$ cat src/rtl/dcache_wb_fifo_if.sv
// ---------------------------------------------------------------------------
// dcache_wb_fifo_if
//
// Purpose: bundles every handshake/bus signal between the DCache, the
// write-back buffer and the memory write port, so the buffer has a compact
// port list. Signal names keep the _i/_o suffixes as seen from the buffer.
//
// Port summary (from the buffer's point of view, i.e. modport slave):
//   push side   : wb_req_i, wb_addr_i, wb_data_i -> full_o, empty_o
//   lookup side : lookup_addr_i -> lookup_hit_o, lookup_data_o
//   update side : upd_en_i, upd_addr_i, upd_wdata_i
//   memory side : mem_wen_o, mem_awaddr_o, mem_wdata_o <- mem_bvalid_i
//
// modport master is the environment (cache + memory), modport slave is the
// buffer itself.
// ---------------------------------------------------------------------------
interface dcache_wb_fifo_if #(
    parameter int LINE_W = 256,
    parameter int ADDR_W = 32
);
    logic              wb_req_i;
    logic [ADDR_W-1:0] wb_addr_i;
    logic [LINE_W-1:0] wb_data_i;
    logic              full_o;
    logic              empty_o;

    logic [ADDR_W-1:0] lookup_addr_i;
    logic              lookup_hit_o;
    logic [LINE_W-1:0] lookup_data_o;

    logic              upd_en_i;
    logic [ADDR_W-1:0] upd_addr_i;
    logic [31:0]       upd_wdata_i;

    logic              mem_wen_o;
    logic [ADDR_W-1:0] mem_awaddr_o;
    logic [LINE_W-1:0] mem_wdata_o;
    logic              mem_bvalid_i;

    // The cache and the memory model drive the buffer's inputs.
    modport master (
        output wb_req_i, wb_addr_i, wb_data_i,
        output lookup_addr_i,
        output upd_en_i, upd_addr_i, upd_wdata_i,
        output mem_bvalid_i,
        input  full_o, empty_o,
        input  lookup_hit_o, lookup_data_o,
        input  mem_wen_o, mem_awaddr_o, mem_wdata_o
    );

    // The write-back buffer itself.
    modport slave (
        input  wb_req_i, wb_addr_i, wb_data_i,
        input  lookup_addr_i,
        input  upd_en_i, upd_addr_i, upd_wdata_i,
        input  mem_bvalid_i,
        output full_o, empty_o,
        output lookup_hit_o, lookup_data_o,
        output mem_wen_o, mem_awaddr_o, mem_wdata_o
    );
endinterface

$ cat src/rtl/dcache_wb_fifo.sv
// ---------------------------------------------------------------------------
// dcache_wb_fifo
//
// Purpose: write-back buffer downstream of the DCache. Dirty victim lines are
// pushed into a small fully associative FIFO and drained to memory one line
// at a time. Pending lines can be looked up and word-updated by the cache so
// a miss that hits a waiting victim needs no memory round trip.
//
// Ports:
//   clk  - clock
//   rst  - asynchronous, active-low reset
//   bus  - dcache_wb_fifo_if.slave: push, lookup, update and memory write
//          handshake signals (see the interface file)
//
// Configuration macro: WB_FIFO_FORWARD_EN
//   defined   - lookup and word-update logic present
//   undefined - lookup outputs tied to 0, updates ignored; push merge and
//               drain behave identically
// ---------------------------------------------------------------------------
module dcache_wb_fifo #(
    parameter int DEPTH  = 4,
    parameter int LINE_W = 256,
    parameter int ADDR_W = 32
) (
    input logic             clk,
    input logic             rst,
    dcache_wb_fifo_if.slave bus
);
    localparam int PTR_W = $clog2(DEPTH);
    localparam int CNT_W = PTR_W + 1;
    localparam int TAG_W = ADDR_W - 5;

    typedef enum logic {
        IDLE = 1'b0,
        BUSY = 1'b1
    } drain_state_t;

    drain_state_t state_q, state_d;

    logic [DEPTH-1:0]  valid_q;
    logic [DEPTH-1:0]  resend_q;
    logic [TAG_W-1:0]  tag_q  [DEPTH];
    logic [LINE_W-1:0] data_q [DEPTH];
    logic [PTR_W-1:0]  head_q;
    logic [PTR_W-1:0]  tail_q;
    logic [CNT_W-1:0]  count_q;

    logic              full;
    logic              empty;
    logic              busy;
    logic [TAG_W-1:0]  wb_tag;
    logic              push_hit;
    logic [PTR_W-1:0]  push_idx;
    logic              push_merge;
    logic              push_alloc;
    logic              bresp;
    logic              pop;
    logic              resend_clr;
    logic              resend_set;
    logic              upd_do;
    logic [PTR_W-1:0]  upd_idx;
    logic [2:0]        upd_word;
    logic              unused_low_bits;

    assign full   = (count_q == CNT_W'(DEPTH));
    assign empty  = (count_q == '0);
    assign busy   = (state_q == BUSY);
    assign wb_tag = bus.wb_addr_i[ADDR_W-1:5];

    assign unused_low_bits = ^bus.wb_addr_i[4:0];

    // Search the pending entries for the pushed victim's tag. The merge rule
    // guarantees at most one valid entry can ever match.
    always_comb begin
        push_hit = 1'b0;
        push_idx = '0;
        for (int i = 0; i < DEPTH; i++) begin
            if (valid_q[i] && (tag_q[i] == wb_tag)) begin
                push_hit = 1'b1;
                push_idx = PTR_W'(i);
            end
        end
    end

    // A matching push merges even when full; a new line needs a free slot.
    assign push_merge = bus.wb_req_i & push_hit;
    assign push_alloc = bus.wb_req_i & ~push_hit & ~full;

    // A write response only counts while a line is on the bus. If the head
    // was modified during the transfer, the line is kept and sent again.
    assign bresp      = busy & bus.mem_bvalid_i;
    assign pop        = bresp & ~resend_q[head_q];
    assign resend_clr = bresp & resend_q[head_q];

`ifdef WB_FIFO_FORWARD_EN
    logic              lookup_hit;
    logic [LINE_W-1:0] lookup_data;
    logic [TAG_W-1:0]  upd_tag;
    logic              upd_hit;
    logic              unused_fwd_bits;

    assign upd_tag  = bus.upd_addr_i[ADDR_W-1:5];
    assign upd_word = bus.upd_addr_i[4:2];

    assign unused_fwd_bits = ^{bus.lookup_addr_i[4:0], bus.upd_addr_i[1:0]};

    // Lookup sees the state before the edge, so a line popped at this edge
    // still hits for the whole cycle. Data is zero on a miss.
    always_comb begin
        lookup_hit  = 1'b0;
        lookup_data = '0;
        for (int i = 0; i < DEPTH; i++) begin
            if (valid_q[i] && (tag_q[i] == bus.lookup_addr_i[ADDR_W-1:5])) begin
                lookup_hit  = 1'b1;
                lookup_data = data_q[i];
            end
        end
    end

    // Update target: an existing entry, or the line being allocated in the
    // same cycle, so that the word lands on top of the freshly pushed data.
    always_comb begin
        upd_hit = 1'b0;
        upd_idx = '0;
        for (int i = 0; i < DEPTH; i++) begin
            if (valid_q[i] && (tag_q[i] == upd_tag)) begin
                upd_hit = 1'b1;
                upd_idx = PTR_W'(i);
            end
        end
        if (!upd_hit && push_alloc && (wb_tag == upd_tag)) begin
            upd_hit = 1'b1;
            upd_idx = tail_q;
        end
    end

    assign upd_do            = bus.upd_en_i & upd_hit;
    assign bus.lookup_hit_o  = lookup_hit;
    assign bus.lookup_data_o = lookup_data;
`else
    logic unused_fwd_bits;

    assign unused_fwd_bits   = ^{bus.lookup_addr_i, bus.upd_en_i, bus.upd_addr_i};
    assign upd_do            = 1'b0;
    assign upd_idx           = '0;
    assign upd_word          = '0;
    assign bus.lookup_hit_o  = 1'b0;
    assign bus.lookup_data_o = '0;
`endif

    // Touching the head while it is on the bus means memory may already
    // have latched the old copy, so mark it for a second transfer.
    assign resend_set = busy & ((push_merge & (push_idx == head_q)) |
                                (upd_do & (upd_idx == head_q)));

    // Drain FSM state register; reset abandons any transfer in flight.
    always_ff @(posedge clk or negedge rst) begin
        if (!rst) begin
            state_q <= IDLE;
        end else begin
            state_q <= state_d;
        end
    end

    // Drain FSM next state: leave IDLE whenever something is pending, and
    // return to IDLE on every response so each line has one idle cycle.
    always_comb begin
        state_d = state_q;
        case (state_q)
            IDLE:    if (!empty) state_d = BUSY;
            BUSY:    if (bus.mem_bvalid_i) state_d = IDLE;
            default: state_d = IDLE;
        endcase
    end

    // Entry storage and pointers. Order matters: push data is written first
    // so an update to the same line overrides one word of it, and a new
    // resend request wins over the clear from a completing transfer.
    always_ff @(posedge clk or negedge rst) begin
        if (!rst) begin
            valid_q  <= '0;
            resend_q <= '0;
            head_q   <= '0;
            tail_q   <= '0;
            count_q  <= '0;
            for (int i = 0; i < DEPTH; i++) begin
                tag_q[i]  <= '0;
                data_q[i] <= '0;
            end
        end else begin
            if (push_alloc) begin
                tag_q[tail_q]    <= wb_tag;
                data_q[tail_q]   <= bus.wb_data_i;
                valid_q[tail_q]  <= 1'b1;
                resend_q[tail_q] <= 1'b0;
                tail_q           <= tail_q + 1'b1;
            end
            if (push_merge) begin
                data_q[push_idx] <= bus.wb_data_i;
            end
            if (upd_do) begin
                data_q[upd_idx][{upd_word, 5'b0} +: 32] <= bus.upd_wdata_i;
            end
            if (pop) begin
                valid_q[head_q] <= 1'b0;
                head_q          <= head_q + 1'b1;
            end
            if (resend_clr) begin
                resend_q[head_q] <= 1'b0;
            end
            if (resend_set) begin
                resend_q[head_q] <= 1'b1;
            end
            count_q <= count_q + CNT_W'(push_alloc) - CNT_W'(pop);
        end
    end

    assign bus.full_o       = full;
    assign bus.empty_o      = empty;
    assign bus.mem_wen_o    = busy;
    assign bus.mem_awaddr_o = empty ? '0 : {tag_q[head_q], 5'b0};
    assign bus.mem_wdata_o  = empty ? '0 : data_q[head_q];

endmodule

$ cat src/flat_wrapper.sv
// flat-port wrapper written by rule: the top's interface ports become plain ports
module dcache_wb_fifo_flat 
#(
    parameter int DEPTH  = 4,
    parameter int LINE_W = 256,
    parameter int ADDR_W = 32
)
  (clk, rst, bus_wb_req_i, bus_wb_addr_i, bus_wb_data_i, bus_lookup_addr_i, bus_upd_en_i, bus_upd_addr_i, bus_upd_wdata_i, bus_mem_bvalid_i, bus_full_o, bus_empty_o, bus_lookup_hit_o, bus_lookup_data_o, bus_mem_wen_o, bus_mem_awaddr_o, bus_mem_wdata_o);
  dcache_wb_fifo_if #(.LINE_W(LINE_W), .ADDR_W(ADDR_W)) bus_i ();
  input logic clk;
  input logic rst;
  input wire logic [$bits(bus_i.wb_req_i)-1:0] bus_wb_req_i;
  input wire logic [$bits(bus_i.wb_addr_i)-1:0] bus_wb_addr_i;
  input wire logic [$bits(bus_i.wb_data_i)-1:0] bus_wb_data_i;
  input wire logic [$bits(bus_i.lookup_addr_i)-1:0] bus_lookup_addr_i;
  input wire logic [$bits(bus_i.upd_en_i)-1:0] bus_upd_en_i;
  input wire logic [$bits(bus_i.upd_addr_i)-1:0] bus_upd_addr_i;
  input wire logic [$bits(bus_i.upd_wdata_i)-1:0] bus_upd_wdata_i;
  input wire logic [$bits(bus_i.mem_bvalid_i)-1:0] bus_mem_bvalid_i;
  output wire logic [$bits(bus_i.full_o)-1:0] bus_full_o;
  output wire logic [$bits(bus_i.empty_o)-1:0] bus_empty_o;
  output wire logic [$bits(bus_i.lookup_hit_o)-1:0] bus_lookup_hit_o;
  output wire logic [$bits(bus_i.lookup_data_o)-1:0] bus_lookup_data_o;
  output wire logic [$bits(bus_i.mem_wen_o)-1:0] bus_mem_wen_o;
  output wire logic [$bits(bus_i.mem_awaddr_o)-1:0] bus_mem_awaddr_o;
  output wire logic [$bits(bus_i.mem_wdata_o)-1:0] bus_mem_wdata_o;
  assign bus_i.wb_req_i = bus_wb_req_i;
  assign bus_i.wb_addr_i = bus_wb_addr_i;
  assign bus_i.wb_data_i = bus_wb_data_i;
  assign bus_i.lookup_addr_i = bus_lookup_addr_i;
  assign bus_i.upd_en_i = bus_upd_en_i;
  assign bus_i.upd_addr_i = bus_upd_addr_i;
  assign bus_i.upd_wdata_i = bus_upd_wdata_i;
  assign bus_i.mem_bvalid_i = bus_mem_bvalid_i;
  assign bus_full_o = bus_i.full_o;
  assign bus_empty_o = bus_i.empty_o;
  assign bus_lookup_hit_o = bus_i.lookup_hit_o;
  assign bus_lookup_data_o = bus_i.lookup_data_o;
  assign bus_mem_wen_o = bus_i.mem_wen_o;
  assign bus_mem_awaddr_o = bus_i.mem_awaddr_o;
  assign bus_mem_wdata_o = bus_i.mem_wdata_o;
  dcache_wb_fifo #(.DEPTH(DEPTH), .LINE_W(LINE_W), .ADDR_W(ADDR_W)) u_core (.clk(clk), .rst(rst), .bus(bus_i));
endmodule
$ cat config.mk
export PLATFORM = sky130hd
export DESIGN_NAME = dcache_wb_fifo_flat
export DESIGN_NICKNAME = d
export VERILOG_FILES = /design/src/rtl/dcache_wb_fifo_if.sv /design/src/rtl/dcache_wb_fifo.sv /design/src/flat_wrapper.sv
export SDC_FILE = /design/constraint.sdc
export NUM_CORES = 2
export LEC_CHECK = 0
export BUFFER_PORTS_ARGS = -buffer_cell sky130_fd_sc_hd__buf_2
export CORE_ASPECT_RATIO = 0.5
export CORE_UTILIZATION = 50
export CTS_BUF_LIST = sky130_fd_sc_hd__clkbuf_2
export DETAILED_ROUTE_END_ITERATION = 8
export PLACE_DENSITY = 0.75
export SYNTH_ARGS = -nofsm -noshare
export SYNTH_HDL_FRONTEND = slang
export SYNTH_SLANG_ARGS = --single-unit
export TNS_END_PERCENT = 1
$ cat constraint.sdc
create_clock -name clk -period 2.81 [get_ports clk]
set_input_delay 0.4215 -clock clk [delete_from_list [all_inputs] [get_ports clk]]
set_output_delay 0.4215 -clock clk [all_outputs]
set_load 0.02 [all_outputs]
==> flow_metrics.tcl <==
set metrics [dict create \
    crit_family "buffers and inverters" \
    crit_arrival_ns 3.54 \
    hpwl_um 95400 \
    critPathMaxFanout 11 \
    synthArstFlopShare_pct 100 \
    finalSetupTns_ns -409.18 \
    swShare_pct 38.4 \
    synth_top_cell_by_area "dfrtp_1" \
    worst_ir_drop_vdd_v 0.000902 \
    grt_pass1_wl_um 231000 \
    power_frac_clock_pct 12.2 \
    grt_pass1_vias 39500 \
    use_met2_pct 44.5 \
    tritoncts "built" \
    holdPathStages 4 \
    grt_use_met3_pct 5.26 \
    yosys_register_bits 1148 \
    detail_route.wirelength_um 153000 \
    drt_iter0_drc 2312 \
    r2r_end "u_core.data_q[637]" \
    grt_use_total_pct 26.7 \
    synth_warnings 0 \
    final_common_cell "dfrtp_1" \
    grt-busiest-layer "met2" \
    holdCritPathClass "in2reg" \
    cp_slowest_cell "dfrtp_4" \
    pin_count 937 \
    coreArea_um2 110000 \
    synthFlopType "dfrtp_1" \
    place_inst 5677 \
    fin_crit_sh_pct 141 \
    tightestPinTransition_ns 1.07 \
    seq_power_share_pct 33.4 \
    clock_latency_ns 1.60 \
    violations "setup timing" \
    synth-seq-area-share_pct 51.7 \
    instances_no_fill 6765 \
    skew_ns 0.160 \
    gp_congestion 0.862 \
    grtUsageMet1_pct 32.7 \
    drive_above_1_share_pct 52.7 \
    rows 86 \
    p_per_area_nw_per_um2 1270 \
    maxCapViolations 0 \
    antenna_found_initial 30 \
    cts_max_level 5 \
    path_buf_inv 4 \
    synth_edf_count 0 \
    hold_start "bus_wb_data_i[80]" \
    hold_viol 0 \
    die_y_um 238 \
    dieWidth_um 474 \
    drc 0 \
    start_util_pct 50.5 \
    final_max_slew_viol_count 0 \
    ant_nets 0 \
    cp_cell_sequence "buf_12 -> buf_16 -> buf_12 -> mux4_2 -> nor2b_1 -> buf_2" \
    num-nets-final 5465 \
    holdPathEnd "u_core.data_q[592]" \
    syn_avg_cell_area_um2 15.5 \
    status "finished, violations left" \
    whs_ns 0.199 \
    p_switching_mw 34.5 \
    endpoint_kind "primary output" \
    finalPower_mw 89.9 \
    synth_area_um2 55600 \
    clk_pin_slew_ns 0.15 \
    preCtsSetupSlack_ns -0.463 \
    synthToLayoutAreaGrowth_pct 27.2 \
    max_stage_delay_ns 0.54 \
    grt_setup_unrepaired "true" \
    max-slew-margin-rel_pct 28.8 \
    crit_type "reg2out" \
    required_ns 2.39 \
    cts.sinks 1148 \
    min_period_ns 3.96 \
    path_depth 6 \
    cts_root_buf "clkbuf_2" \
    io_buffers 572 \
    die-area_um2 113000 \
    final_cell_mix "dfrtp_1 (1145), mux2_2 (892), dlygate4sd3_1 (582), buf_2 (436), clkbuf_2 (411)" \
    regToRegSetupSlack_ns -0.35 \
    worstReg2RegStart "u_core.tag_q[79]" \
    wire_per_inst_um 22.6 \
    via_count 36300 \
    cpMostUsedCell "buf_12" \
    grt_start_max_net_pins 129 \
    p_leak_nw 31.6 \
    r2r_cells 12 \
    syn_inst 3582 \
    comb_power_share_pct 54.4 \
    clock.fmax_ghz 0.253 \
    numCtsBuffers 279 \
    setup_ws_ns -1.15 \
    synth.distinct_cells 45 \
    synth_area_leaders "dfrtp_1 (52%), mux2_2 (18%), mux4_2 (11%)" \
    gr-total-overflow 0 \
    dr.pass1.iters 5 \
    cp-start-kind "flop" \
    cell_internal_pwr_mw 55.4 \
    avgViaCountPerCell 5.36 \
    synth_top_area_share_pct 51.7 \
    cts.path.max_buffers 4 \
    setup_viol 1245 \
]
[power by group through the flow]
stage / combinational (mW) / sequential, mW / clock [mW]
after floorplan: 31.8 / 28.2 / 0
after global placement: 43.9 / 29.2 / 0
after detailed placement: 44.7 / 29.9 / 0
after CTS: 47.1 / 29.6 / 11.1
after global routing: 51.1 / 30.8 / 12.1
final: 48.9 / 30.0 / 11.0
[stage by stage]
| stage | area (um2) | util, % |
|---|---|---|
| after global placement | 61200 | 55.5 |
| after CTS | 70000 | 63.5 |
| after global routing | 70700 | 64.2 |
| final | 70700 | 64.2 |
| after detailed placement | 61200 | 55.5 |
| after floorplan | 56600 | - |
[state kept, by name, summed over array words and instances (netlist names)]
register,cells
u_core.data_q,1024
u_core.count_q,3
u_core.head_q,2
u_core.valid_q,4
u_core.tag_q,108
u_core.resend_q,4
u_core.bus.mem_wen_o,1
u_core.tail_q,2
[routing by layer]
metal / up-vias / part of all wire, %
met5: - / 0.015
met4: 4 / 4.9
met3: 444 / 4.5
met2: 1277 / 51
met1: 19100 / 39
li1: 15500 / -
[final cells by class]
type                    instances  area (um2)
diodes                         37        92.6
clock buffers                 411        2060
clock inverters                37         203
fillers                      7670       39400
inverters                      12        45.0
multi-input cells            2175       24800
flip-flops and latches       1148       28700
well taps                    1496        1870
repair buffers               1449       12900
[logic make-up (layout without fill, tap and decap cells)]
logic type	count (synthesis)	in the layout	synth area share, %
fa+ha+maj	11	11	0.261
buf+inv	520	1909	6.04
flops	1148	1148	51.7
xor+xnor	112	112	1.76
other cells	1	299	0.00674
mux	1417	1417	36.1
simple gates	347	347	3.87
compound gates	26	26	0.355
[repair_timing]
action / 4_1_cts / 5_1_grt
gates cloned: 4 / 6
endpoints found under the hold margin: 2296 / 0
endpoints found under the setup margin: 1337 / 1431
gates resized for setup: 147 / 148
hold buffers: 585 / 0
pin swaps: 3 / 5
setup buffers: 6 / 2
[how the worst max path moves through the flow]
stage	start	to	slack [ns]
2_1_floorplan	bus_wb_addr_i[30]	u_core.count_q[2]	0.02
3_3_place_gp	bus_wb_addr_i[7]	u_core.data_q[799]	-0.47
3_5_place_dp	bus_wb_addr_i[7]	u_core.data_q[798]	-0.46
4_1_cts	u_core.head_q[0]	bus_mem_wdata_o[179]	-1.40
5_1_grt	u_core.head_q[0]	bus_mem_wdata_o[75]	-1.40
6_report	u_core.head_q[0]	bus_mem_wdata_o[75]	-1.15
[worst reg2reg max path: cells and delay by family (launching register included)]
family          cells  cell delay, ns
flops               1            0.41
xor+xnor            1            0.16
compound gates      1            0.31
mux                 1            0.37
simple gates        3            0.54
buf+inv             6            1.10
[cell usage after synthesis, types with 6 or more instances]
master    instances
nor3_1            6
buf_1            39
mux4_2          284
mux2_4          240
dfrtp_1        1148
buf_2           103
nand2_1           8
a21oi_1           8
ha_1             10
clkbuf_1         67
buf_6            19
nor4_1            9
xor2_1           24
nand4_1          23
buf_4           269
nor2b_1         285
buf_8            11
inv_1            12
xnor2_1          88
mux2_2          892
No activity file was read; power rests on OpenSTA's default activity.
